$ cat src/rtl/conv_frame_sequencer.sv
// Frame input stage for the rate-1/2 convolutional encoder: captures one frame
// of info bits, then replays it as seed load, data bits and an optional zero tail.
module conv_frame_sequencer #(
  parameter int K       = 4,
  parameter int M       = K - 1,
  parameter int MAX_LEN = 256,
  parameter int LEN_W   = 16
) (
  input  logic             clk,
  input  logic             rst,
  input  logic             cfg_start,
  input  logic [LEN_W-1:0] cfg_len,
  input  logic             cfg_tailbite,
  input  logic             in_valid,
  input  logic             in_bit,
  output logic             in_ready,
  output logic             enc_seed_load,
  output logic [M-1:0]     enc_seed_value,
  output logic             enc_in_valid,
  output logic             enc_in_bit,
  output logic             frame_sof,
  output logic             frame_eof,
  output logic             busy,
  output logic             done,
  output logic             cfg_err
);

  localparam int ADDR_W = (MAX_LEN > 1) ? $clog2(MAX_LEN) : 1;
  localparam int CNT_W  = $clog2(MAX_LEN + 1);
  localparam int TCNT_W = (M > 1) ? $clog2(M + 1) : 1;

  localparam logic [LEN_W-1:0]  MAX_LEN_CFG = LEN_W'(MAX_LEN);
  localparam logic [LEN_W-1:0]  M_CFG       = LEN_W'(M);
  localparam logic [TCNT_W-1:0] M_TAIL      = TCNT_W'(M);
  localparam logic [CNT_W-1:0]  CNT_ONE     = CNT_W'(1);
  localparam logic [TCNT_W-1:0] TCNT_ONE    = TCNT_W'(1);

  typedef enum logic [2:0] {
    IDLE,
    FILL,
    SEED,
    DATA,
    TAIL,
    DONE
  } state_t;

  state_t             state;
  logic [CNT_W-1:0]   len_reg;
  logic               tailbite_reg;
  logic [CNT_W-1:0]   wcnt;
  logic [CNT_W-1:0]   rcnt;
  logic [TCNT_W-1:0]  tcnt;
  logic [M-1:0]       lastbits;
  logic [M-1:0]       lastbits_next;
  logic               frame_mem [MAX_LEN];

  logic               wr_en;
  logic               cfg_legal;
  logic [CNT_W-1:0]   wcnt_inc;
  logic [CNT_W-1:0]   rcnt_inc;
  logic [TCNT_W-1:0]  tcnt_inc;
  logic [ADDR_W-1:0]  wr_addr;
  logic [ADDR_W-1:0]  rd_addr;

  assign wr_en    = (state == FILL) && in_valid && in_ready;
  assign wcnt_inc = wcnt + CNT_ONE;
  assign rcnt_inc = rcnt + CNT_ONE;
  assign tcnt_inc = tcnt + TCNT_ONE;
  assign wr_addr  = wcnt[ADDR_W-1:0];
  assign rd_addr  = rcnt[ADDR_W-1:0];

  // Tail-biting needs at least M bits so the seed is made of real frame bits.
  assign cfg_legal = (cfg_len != '0) && (cfg_len <= MAX_LEN_CFG) &&
                     (!cfg_tailbite || (cfg_len >= M_CFG));

  // History register: bit 0 is the newest accepted bit, bit M-1 the oldest.
  assign lastbits_next[0] = in_bit;
  for (genvar gi = 1; gi < M; gi++) begin : g_shift
    assign lastbits_next[gi] = lastbits[gi-1];
  end

  always_ff @(posedge clk) begin
    if (wr_en) begin
      frame_mem[wr_addr] <= in_bit;
    end
  end

  always_ff @(posedge clk) begin
    if (rst) begin
      state          <= IDLE;
      len_reg        <= '0;
      tailbite_reg   <= 1'b0;
      wcnt           <= '0;
      rcnt           <= '0;
      tcnt           <= '0;
      lastbits       <= '0;
      in_ready       <= 1'b0;
      enc_seed_load  <= 1'b0;
      enc_seed_value <= '0;
      enc_in_valid   <= 1'b0;
      enc_in_bit     <= 1'b0;
      frame_sof      <= 1'b0;
      frame_eof      <= 1'b0;
      busy           <= 1'b0;
      done           <= 1'b0;
      cfg_err        <= 1'b0;
    end else begin
      enc_seed_load  <= 1'b0;
      enc_seed_value <= '0;
      enc_in_valid   <= 1'b0;
      enc_in_bit     <= 1'b0;
      frame_sof      <= 1'b0;
      frame_eof      <= 1'b0;
      done           <= 1'b0;
      cfg_err        <= 1'b0;

      case (state)
        IDLE: begin
          if (cfg_start) begin
            if (cfg_legal) begin
              state        <= FILL;
              len_reg      <= cfg_len[CNT_W-1:0];
              tailbite_reg <= cfg_tailbite;
              wcnt         <= '0;
              rcnt         <= '0;
              tcnt         <= '0;
              lastbits     <= '0;
              in_ready     <= 1'b1;
              busy         <= 1'b1;
            end else begin
              cfg_err <= 1'b1;
            end
          end
        end

        FILL: begin
          if (in_valid && in_ready) begin
            wcnt     <= wcnt_inc;
            lastbits <= lastbits_next;
            if (wcnt_inc == len_reg) begin
              // Seed is presented straight from the updated history so the
              // final info bit is already part of it.
              state          <= SEED;
              in_ready       <= 1'b0;
              enc_seed_load  <= 1'b1;
              enc_seed_value <= tailbite_reg ? lastbits_next : '0;
            end
          end
        end

        SEED: begin
          state        <= DATA;
          enc_in_valid <= 1'b1;
          enc_in_bit   <= frame_mem[rd_addr];
          frame_sof    <= 1'b1;
          frame_eof    <= tailbite_reg && (len_reg == CNT_ONE);
          rcnt         <= rcnt_inc;
        end

        DATA: begin
          if (rcnt != len_reg) begin
            enc_in_valid <= 1'b1;
            enc_in_bit   <= frame_mem[rd_addr];
            frame_eof    <= tailbite_reg && (rcnt_inc == len_reg);
            rcnt         <= rcnt_inc;
          end else if (tailbite_reg) begin
            state <= DONE;
            done  <= 1'b1;
          end else begin
            state        <= TAIL;
            enc_in_valid <= 1'b1;
            frame_eof    <= (M_TAIL == TCNT_ONE);
            tcnt         <= TCNT_ONE;
          end
        end

        TAIL: begin
          if (tcnt != M_TAIL) begin
            enc_in_valid <= 1'b1;
            frame_eof    <= (tcnt_inc == M_TAIL);
            tcnt         <= tcnt_inc;
          end else begin
            state <= DONE;
            done  <= 1'b1;
          end
        end

        DONE: begin
          state <= IDLE;
          busy  <= 1'b0;
        end

        default: begin
          state    <= IDLE;
          in_ready <= 1'b0;
          busy     <= 1'b0;
        end
      endcase
    end
  end

endmodule

$ cat config.mk
export PLATFORM = sky130hd
export DESIGN_NAME = conv_frame_sequencer
export DESIGN_NICKNAME = d
export VERILOG_FILES = /design/src/rtl/conv_frame_sequencer.sv
export SDC_FILE = /design/constraint.sdc
export NUM_CORES = 1
export LEC_CHECK = 0
export ABC_AREA = 0
export CAP_MARGIN = 25
export CELL_PAD_IN_SITES_DETAIL_PLACEMENT = 0
export CELL_PAD_IN_SITES_GLOBAL_PLACEMENT = 1
export CORE_ASPECT_RATIO = 0.7
export CORE_MARGIN = 2
export CORE_UTILIZATION = 45
export CTS_CLUSTER_SIZE = 20
export DETAILED_ROUTE_END_ITERATION = 16
export HOLD_SLACK_MARGIN = 0.05
export PLACE_DENSITY = 0.81
export SYNTH_ARGS = -nofsm -noshare
export SYNTH_HDL_FRONTEND = slang
export SYNTH_SLANG_ARGS = --single-unit
$ cat constraint.sdc
create_clock -name clk -period 2.3 [get_ports clk]
set_input_delay 0.46 -clock clk [delete_from_list [all_inputs] [get_ports clk]]
set_output_delay 0.46 -clock clk [all_outputs]
set_load 0.05 [all_outputs]
==> results.py, run 1 <==
metrics = {
    "final_layout": {
        "num-fill-cells": 2509,
        "largest_reg_flops": 256,
        "drive_gt1_share_pct": 21.4,
        "regMostFlops": "frame_mem",
        "nets": 1284,
        "final_util_pct": 55.5,
        "final_area_mm2": 0.0171,
        "antennaDiodeCount": 0,
        "syn2layout_area_growth_pct": 22.3,
        "fin_cells": 1699,
    },
    "critical_path": {
        "cp.buffers_inverters": 2,
        "cp-end-kind": "flop",
        "required_ns": 2.73,
        "crit_arrival_ns": 2.72,
        "cpMaxStageDelayCell": "mux4_2",
        "path_max_fanout": 5,
        "cp_slowest_stage_delay_ns": 0.50,
        "critical-path-top-delay-family": "compound AO/OA/AOI/OAI gates",
        "crit_chain": "buf_8 > bufbuf_16 > mux4_2 > a22oi_2 > a21oi_1 > o21ai_1 > and3_1 > o32ai_4",
        "critPathKind": "reg2reg",
        "crit_path_start_kind": "flop",
    },
    "clocking": {
        "cts.sinks": 311,
        "cts_tree": "built",
        "htree_levels": 1,
        "clock_latency_ns": 0.56,
        "numCtsBuffers": 30,
        "clock_path_buffers": 3,
        "clk_pin_slew_ns": 0.07,
        "ctsRootBufferMaster": "clkbuf_16",
    },
    "die": {
        "die_y_um": 152,
        "coreArea_mm2": 0.0309,
        "pin_count": 34,
        "die_area_mm2": 0.0326,
        "fp.dieW_um": 215,
        "rows": 54,
        "initial_core_util_pct": 45.4,
    },
    "global_route": {
        "grt_max_degree": 67,
        "track_usage_pct": 22.4,
        "antenna_found_initial": 0,
        "grt_pass1_wl_um": 55800,
        "grt.overflow.total": 0,
        "grt_pass1_vias": 9495,
    },
    "logic_synthesis": {
        "muxShareOfSynthArea_pct": 10.9,
        "synthSimpleGateAreaFrac_pct": 14.3,
        "synth_xor_area_share_pct": 1.86,
        "async_flop_share_pct": 0,
        "mappedNetlistNets": 1158,
        "synth_enable_flop_cells": 256,
        "yosys.area_share.adder_pct": 0.625,
        "synth_seq_cells": 311,
        "synth_top_family_by_area": "simple AND/OR/NAND/NOR gates",
        "yosysWarnings": 0,
        "avgSynthCellArea_um2": 12.4,
        "netlist-cell-type-count": 63,
        "yosysSeqAreaShare_pct": 62.7,
        "synthCells": 1129,
        "synthFlopType": "edfxtp_1",
        "synth_compound_area_share_pct": 6.77,
        "synth_area_mm2": 0.0140,
    },
    "timing": {
        "period_minus_slack_ns": 2.29,
        "slew_headroom_pct": 55.6,
        "finalClockSkew_ns": 0.0151,
        "slew_violations": 0,
        "worst_slew_pin_slew_ns": 0.664,
        "hold_violations": 0,
        "finalCritPeriodShare_pct": 99.6,
        "rsz0062_at_grt": "yes",
        "setup_violations": 0,
        "hold_ws_ns": 0.346,
        "fmax_mhz": 437,
    },
    "placement": {
        "gp_congestion": 0.877,
        "place_hpwl_um": 23400,
        "place_inst": 1626,
        "placed_area_mm2": 0.0158,
        "numPortBuffers": 33,
    },
    "power": {
        "ir_drop_mv": 0.537,
        "cellLeakagePower_nw": 5.49,
        "pwr_density_cell_mw_per_mm2": 691,
    },
    "drt": {
        "dr.pass1.iters": 5,
        "wl_met1_um": 16200,
        "wire_per_inst_um": 21.4,
        "route.met2.wl_um": 16100,
        "drt_iter0_drc": 1037,
        "via_per_inst": 5.76,
        "totalWireLength_um": 36300,
        "maxUsedRoutingLayer": "met4",
        "wl_met3_um": 3460,
        "num_vias": 9779,
        "drc": 0,
        "detail-route-antenna-nets": 0,
    },
    "worst_hold_path": {
        "min_path_type": "in2reg",
        "hp-start": "in_bit",
    },
    "status": {
        "outcome": "finished clean",
    },
    "job": {
        "drv_cap": 0,
    },
}
==> synth_stat cells, types with 9 or more instances <==
| library cell | instances | share of area [%] |
|---|---|---|
| nand2_1 | 42 | 1.1 |
| nand4_1 | 9 | 0.40 |
| and2_1 | 10 | 0.45 |
| edfxtp_1 | 256 | 55 |
| or3_1 | 9 | 0.40 |
| dfxtp_1 | 55 | 7.9 |
| xnor2_1 | 19 | 1.2 |
| o21ai_0 | 23 | 0.82 |
| nand3_1 | 33 | 1.2 |
| nor2b_1 | 14 | 0.62 |
| inv_1 | 16 | 0.43 |
| buf_2 | 9 | 0.32 |
| a22oi_1 | 9 | 0.48 |
| nor3_1 | 12 | 0.43 |
| nor2_1 | 290 | 7.8 |
| mux4_2 | 51 | 8.2 |
| a21oi_1 | 38 | 1.4 |
| mux2i_1 | 37 | 2.6 |
| clkbuf_1 | 63 | 1.7 |
==> kinds of logic (layout without fill, tap and decap cells) <==
family                     count (synthesis)  in the layout
xor gates and xnor gates                  28             28
buffers and inverters                     99            249
DFF                                      311            311
muxes                                     89             89
and+or+nand+nor                          454            454
adders and majority gates                  7              7
AOI/OAI and AO/OA                        141            141
==> cells in the final DEF, fill, tap and decap left out, types with 25 or more instances in the layout <==
| cell type | synthesis | final |
|---|---|---|
| a21oi_1 | 38 | 37 |
| buf_12 | 0 | 25 |
| buf_4 | 2 | 111 |
| clkbuf_16 | 0 | 30 |
| clkdlybuf4s50_1 | 0 | 26 |
| dfxtp_1 | 55 | 48 |
| edfxtp_1 | 256 | 256 |
| mux2i_1 | 37 | 37 |
| mux4_2 | 51 | 51 |
| nand2_1 | 42 | 42 |
| nand3_1 | 33 | 32 |
| nor2_1 | 290 | 290 |
==> through the flow <==
stage / TNS (ns) / setup WS [ns] / total power, mW
global placement: -14.19 / -0.601 / 6.90
CTS: -0.0272 / -0.0272 / 11.9
finish: 0 / 0.00984 / 11.8
floorplan: -0.0000457 / -0.0000229 / 6.62
global route: -0.0742 / -0.0549 / 12.2
detailed placement: -18.02 / -0.699 / 6.91
==> worst register-to-register path, stage by stage (launching register included) <==
cell and delay, ns:
dfxtp_4 0.44, buf_8 0.17, bufbuf_16 0.27, mux4_2 0.51, a22oi_2 0.17, a21oi_1 0.09
o21ai_1 0.16, and3_1 0.25, o32ai_4 0.13
==> what timing repair did <==
action,CTS,global route
pin swaps,8,20
setup endpoints to repair,14,17
setup buffers,13,4
hold buffers,0,0
resized for setup,30,29
cloned,1,0
==> path summary, 6_finish.rpt <==
check	to	slack [ns]	cells past startpoint
setup reg to reg	enc_in_bit	0.01	8
hold reg to reg	lastbits[1]	0.47	2
setup / recovery	enc_in_bit	0.01	8
hold / removal	frame_mem[160]	0.35	1
==> layout make-up <==
| class | instances | area, µm² | area share, % |
|---|---|---|---|
| clock buffer | 40 | 788 | 4.60 |
| tap | 420 | 526 | 3.07 |
| inverter | 16 | 60.1 | 0.350 |
| multi-input combinational | 719 | 4990 | 29.1 |
| sequential | 311 | 8800 | 51.4 |
| clock inverter | 16 | 186 | 1.09 |
| timing repair buffer | 177 | 1790 | 10.4 |
==> power by group <==
part           switching [mW]  internal [mW]
combinational           0.369          0.405
sequential             0.0269           6.09
clock                    2.10           2.85
==> per-layer routing <==
layer / up-vias / GRT usage [%]
met5: - / 0
met4: 0 / 4.31
met3: 46 / 4.43
met2: 400 / 34.3
met1: 4934 / 33.6
li1: 4399 / -
Power figures use the tool's default switching activity.
==> run 2: changes to the inputs <==
--- a/config.mk
+++ b/config.mk
@@ -10,10 +10,11 @@
 export CELL_PAD_IN_SITES_DETAIL_PLACEMENT = 0
 export CELL_PAD_IN_SITES_GLOBAL_PLACEMENT = 1
 export CORE_ASPECT_RATIO = 0.7
-export CORE_MARGIN = 2
 export CORE_UTILIZATION = 45
+export CTS_CLUSTER_DIAMETER = 40
 export CTS_CLUSTER_SIZE = 20
 export DETAILED_ROUTE_END_ITERATION = 16
+export GPL_ROUTABILITY_DRIVEN = 0
 export HOLD_SLACK_MARGIN = 0.05
 export PLACE_DENSITY = 0.81
 export SYNTH_ARGS = -nofsm -noshare
==> run 2 against run 1 <==
Against the previous run: non-clock buffer count is 3 lower; critical path depth is 1 lower; routed wire length is 0.99% higher; cell area is 1.3% higher; sequential share of layout area is 0.66 points lower; cell count is 0.29% lower; clock power is 16% higher; clock skew is 0.0060 ns higher; die area is 2.2% lower; hold slack better by 0.029 ns; via count is 0.21% lower.
==> results.py, run 2 (synthesis results as in run 1) <==
metrics = {
    "timing": {
        "setup_violations": 0,
        "setup_tns_ns": 0,
        "slew_headroom_pct": 54.7,
        "slew_violations": 0,
        "hold_violations": 0,
        "rsz0062_at_grt": "yes",
        "finalCritPeriodShare_pct": 99.3,
        "finalClockSkew_ns": 0.0211,
        "period_minus_slack_ns": 2.28,
        "setup_slack_ns": 0.0164,
        "fmax_mhz": 438,
        "worst_slew_pin_slew_ns": 0.678,
    },
    "final_layout": {
        "drive_gt1_share_pct": 21.8,
        "nets": 1286,
        "final_util_pct": 57.3,
        "syn2layout_area_growth_pct": 23.8,
        "fin_cells": 1694,
        "regMostFlops": "frame_mem",
        "final_cell_mix": "nor2_1 (290), edfxtp_1 (256), buf_4 (102), mux4_2 (51), dfxtp_1 (50)",
        "regArea_mm2": 0.00880,
        "layout_commonest_cell": "nor2_1",
        "multi_input_area_mm2": 0.00495,
        "antennaDiodeCount": 0,
        "largest_reg_flops": 256,
        "num-fill-cells": 2474,
    },
    "drt": {
        "drt_iter0_drc": 933,
        "wire_per_inst_um": 21.7,
        "detail-route-antenna-nets": 0,
        "totalWireLength_um": 36700,
        "via_per_inst": 5.76,
        "dr.pass1.iters": 5,
        "num_vias": 9758,
        "drc": 0,
    },
    "job": {
        "drv_cap": 0,
    },
    "die": {
        "pin_count": 34,
        "rows": 53,
        "die_y_um": 150,
        "coreArea_mm2": 0.0303,
        "die_area_mm2": 0.0319,
        "initial_core_util_pct": 46.2,
        "fp.dieW_um": 213,
    },
    "clocking": {
        "numCtsBuffers": 35,
        "clock_latency_ns": 0.53,
        "ctsRootBufferMaster": "clkbuf_16",
        "cts_tree": "built",
        "cts.sinks": 311,
        "clock_path_buffers": 3,
        "cts_hold_buf": 0,
        "clk_pin_slew_ns": 0.06,
        "htree_levels": 2,
    },
    "critical_path": {
        "cp.buffers_inverters": 1,
        "critPathKind": "reg2reg",
        "required_ns": 2.68,
        "cp-end-kind": "flop",
        "crit_path_start_kind": "flop",
        "crit_arrival_ns": 2.67,
        "cpMaxStageDelayCell": "mux4_2",
        "critical-path-top-delay-family": "compound AO/OA/AOI/OAI gates",
        "path_max_fanout": 7,
        "crit_chain": "buf_12 > mux4_2 > a22oi_1 > a21oi_1 > o21a_1 > o2111ai_2 > o32ai_2",
        "cp_slowest_stage_delay_ns": 0.54,
        "regToRegSetupSlack_ns": 0.02,
    },
    "power": {
        "ir_drop_mv": 0.479,
        "power_mw": 12.7,
        "cellLeakagePower_nw": 5.62,
        "pwr_density_cell_mw_per_mm2": 731,
    },
    "global_route": {
        "grt_pass1_vias": 9587,
        "antenna_found_initial": 0,
        "grt.overflow.total": 0,
        "track_usage_pct": 23.9,
        "grt_max_degree": 84,
        "grt_pass1_wl_um": 56600,
    },
    "placement": {
        "numPortBuffers": 33,
        "place_hpwl_um": 23900,
        "place_inst": 1621,
        "dpl_worst_slack_ns": -0.740,
    },
    "worst_hold_path": {
        "min_path_type": "in2reg",
    },
    "status": {
        "outcome": "finished clean",
    },
}
==> run 2: cell types whose count changed in the layout (fill, tap and decap cells not counted), sizes merged <==
cell           change
clkdlybuf4s50      -1
clkbuf             +3
clkdlybuf4s15      +2
inv                +6
dlygate4sd2        -2
buf                -3
clkinv             -3
dlymetal6s2s       +1
==> run 2: layer usage <==
metal / vias to the layer above / GRT usage, % / part of all wire, %
li1: 4417 / - / -
met5: - / 0 / 0
met2: 400 / 36.2 / 45
met3: 46 / 4.97 / 8.7
met4: 0 / 5.68 / 1.6
met1: 4895 / 35.3 / 45
==> run 2: cell type report <==
cell class	instances	area share (%)
Sequential cell	311	50.7
Multi-Input combinational cell	719	28.5
Timing Repair Buffer	174	10.7
Clock buffer	43	5.46
Tap cell	412	2.97
Clock inverter	19	1.33
Inverter	16	0.346
==> run 2: timing repair <==
| action | in CTS | in global routing |
|---|---|---|
| gates cloned | 2 | 0 |
| pin swaps | 21 | 8 |
| setup endpoints to repair | 15 | 18 |
| resized for setup | 40 | 11 |
| setup buffers | 9 | 2 |
==> run 2: report_power, final <==
| part | switching [mW] | internal [mW] | leakage (nW) |
|---|---|---|---|
| Sequential | 0.0291 | 6.09 | 2.75 |
| Combinational | 0.380 | 0.428 | 2.30 |
| Clock | 2.33 | 3.43 | 0.573 |
| Total | 2.73 | 9.95 | 5.62 |
==> run 2: worst reg2reg max path, cell delays in order (launching register included) <==
cell and delay (ns):
dfxtp_4 0.50, buf_12 0.18, mux4_2 0.55, a22oi_1 0.21, a21oi_1 0.12, o21a_1 0.23
o2111ai_2 0.22, o32ai_2 0.14
==> run 2: final timing paths <==
path / startpoint / cells past startpoint / endpoint
max: flop / 7 / enc_in_bit
min: cfg_len[4] / 4 / len_reg[4]
max reg2reg: flop / 7 / enc_in_bit
min reg2reg: lastbits[1] / 1 / enc_seed_value[2]
==> run 2: through the flow <==
step	hold WS [ns]	cell area, µm²
floorplan	0.429	14000
global placement	0.450	15900
detailed placement	0.453	15900
CTS	0.432	17300
global route	0.420	17400
finish	0.374	17400
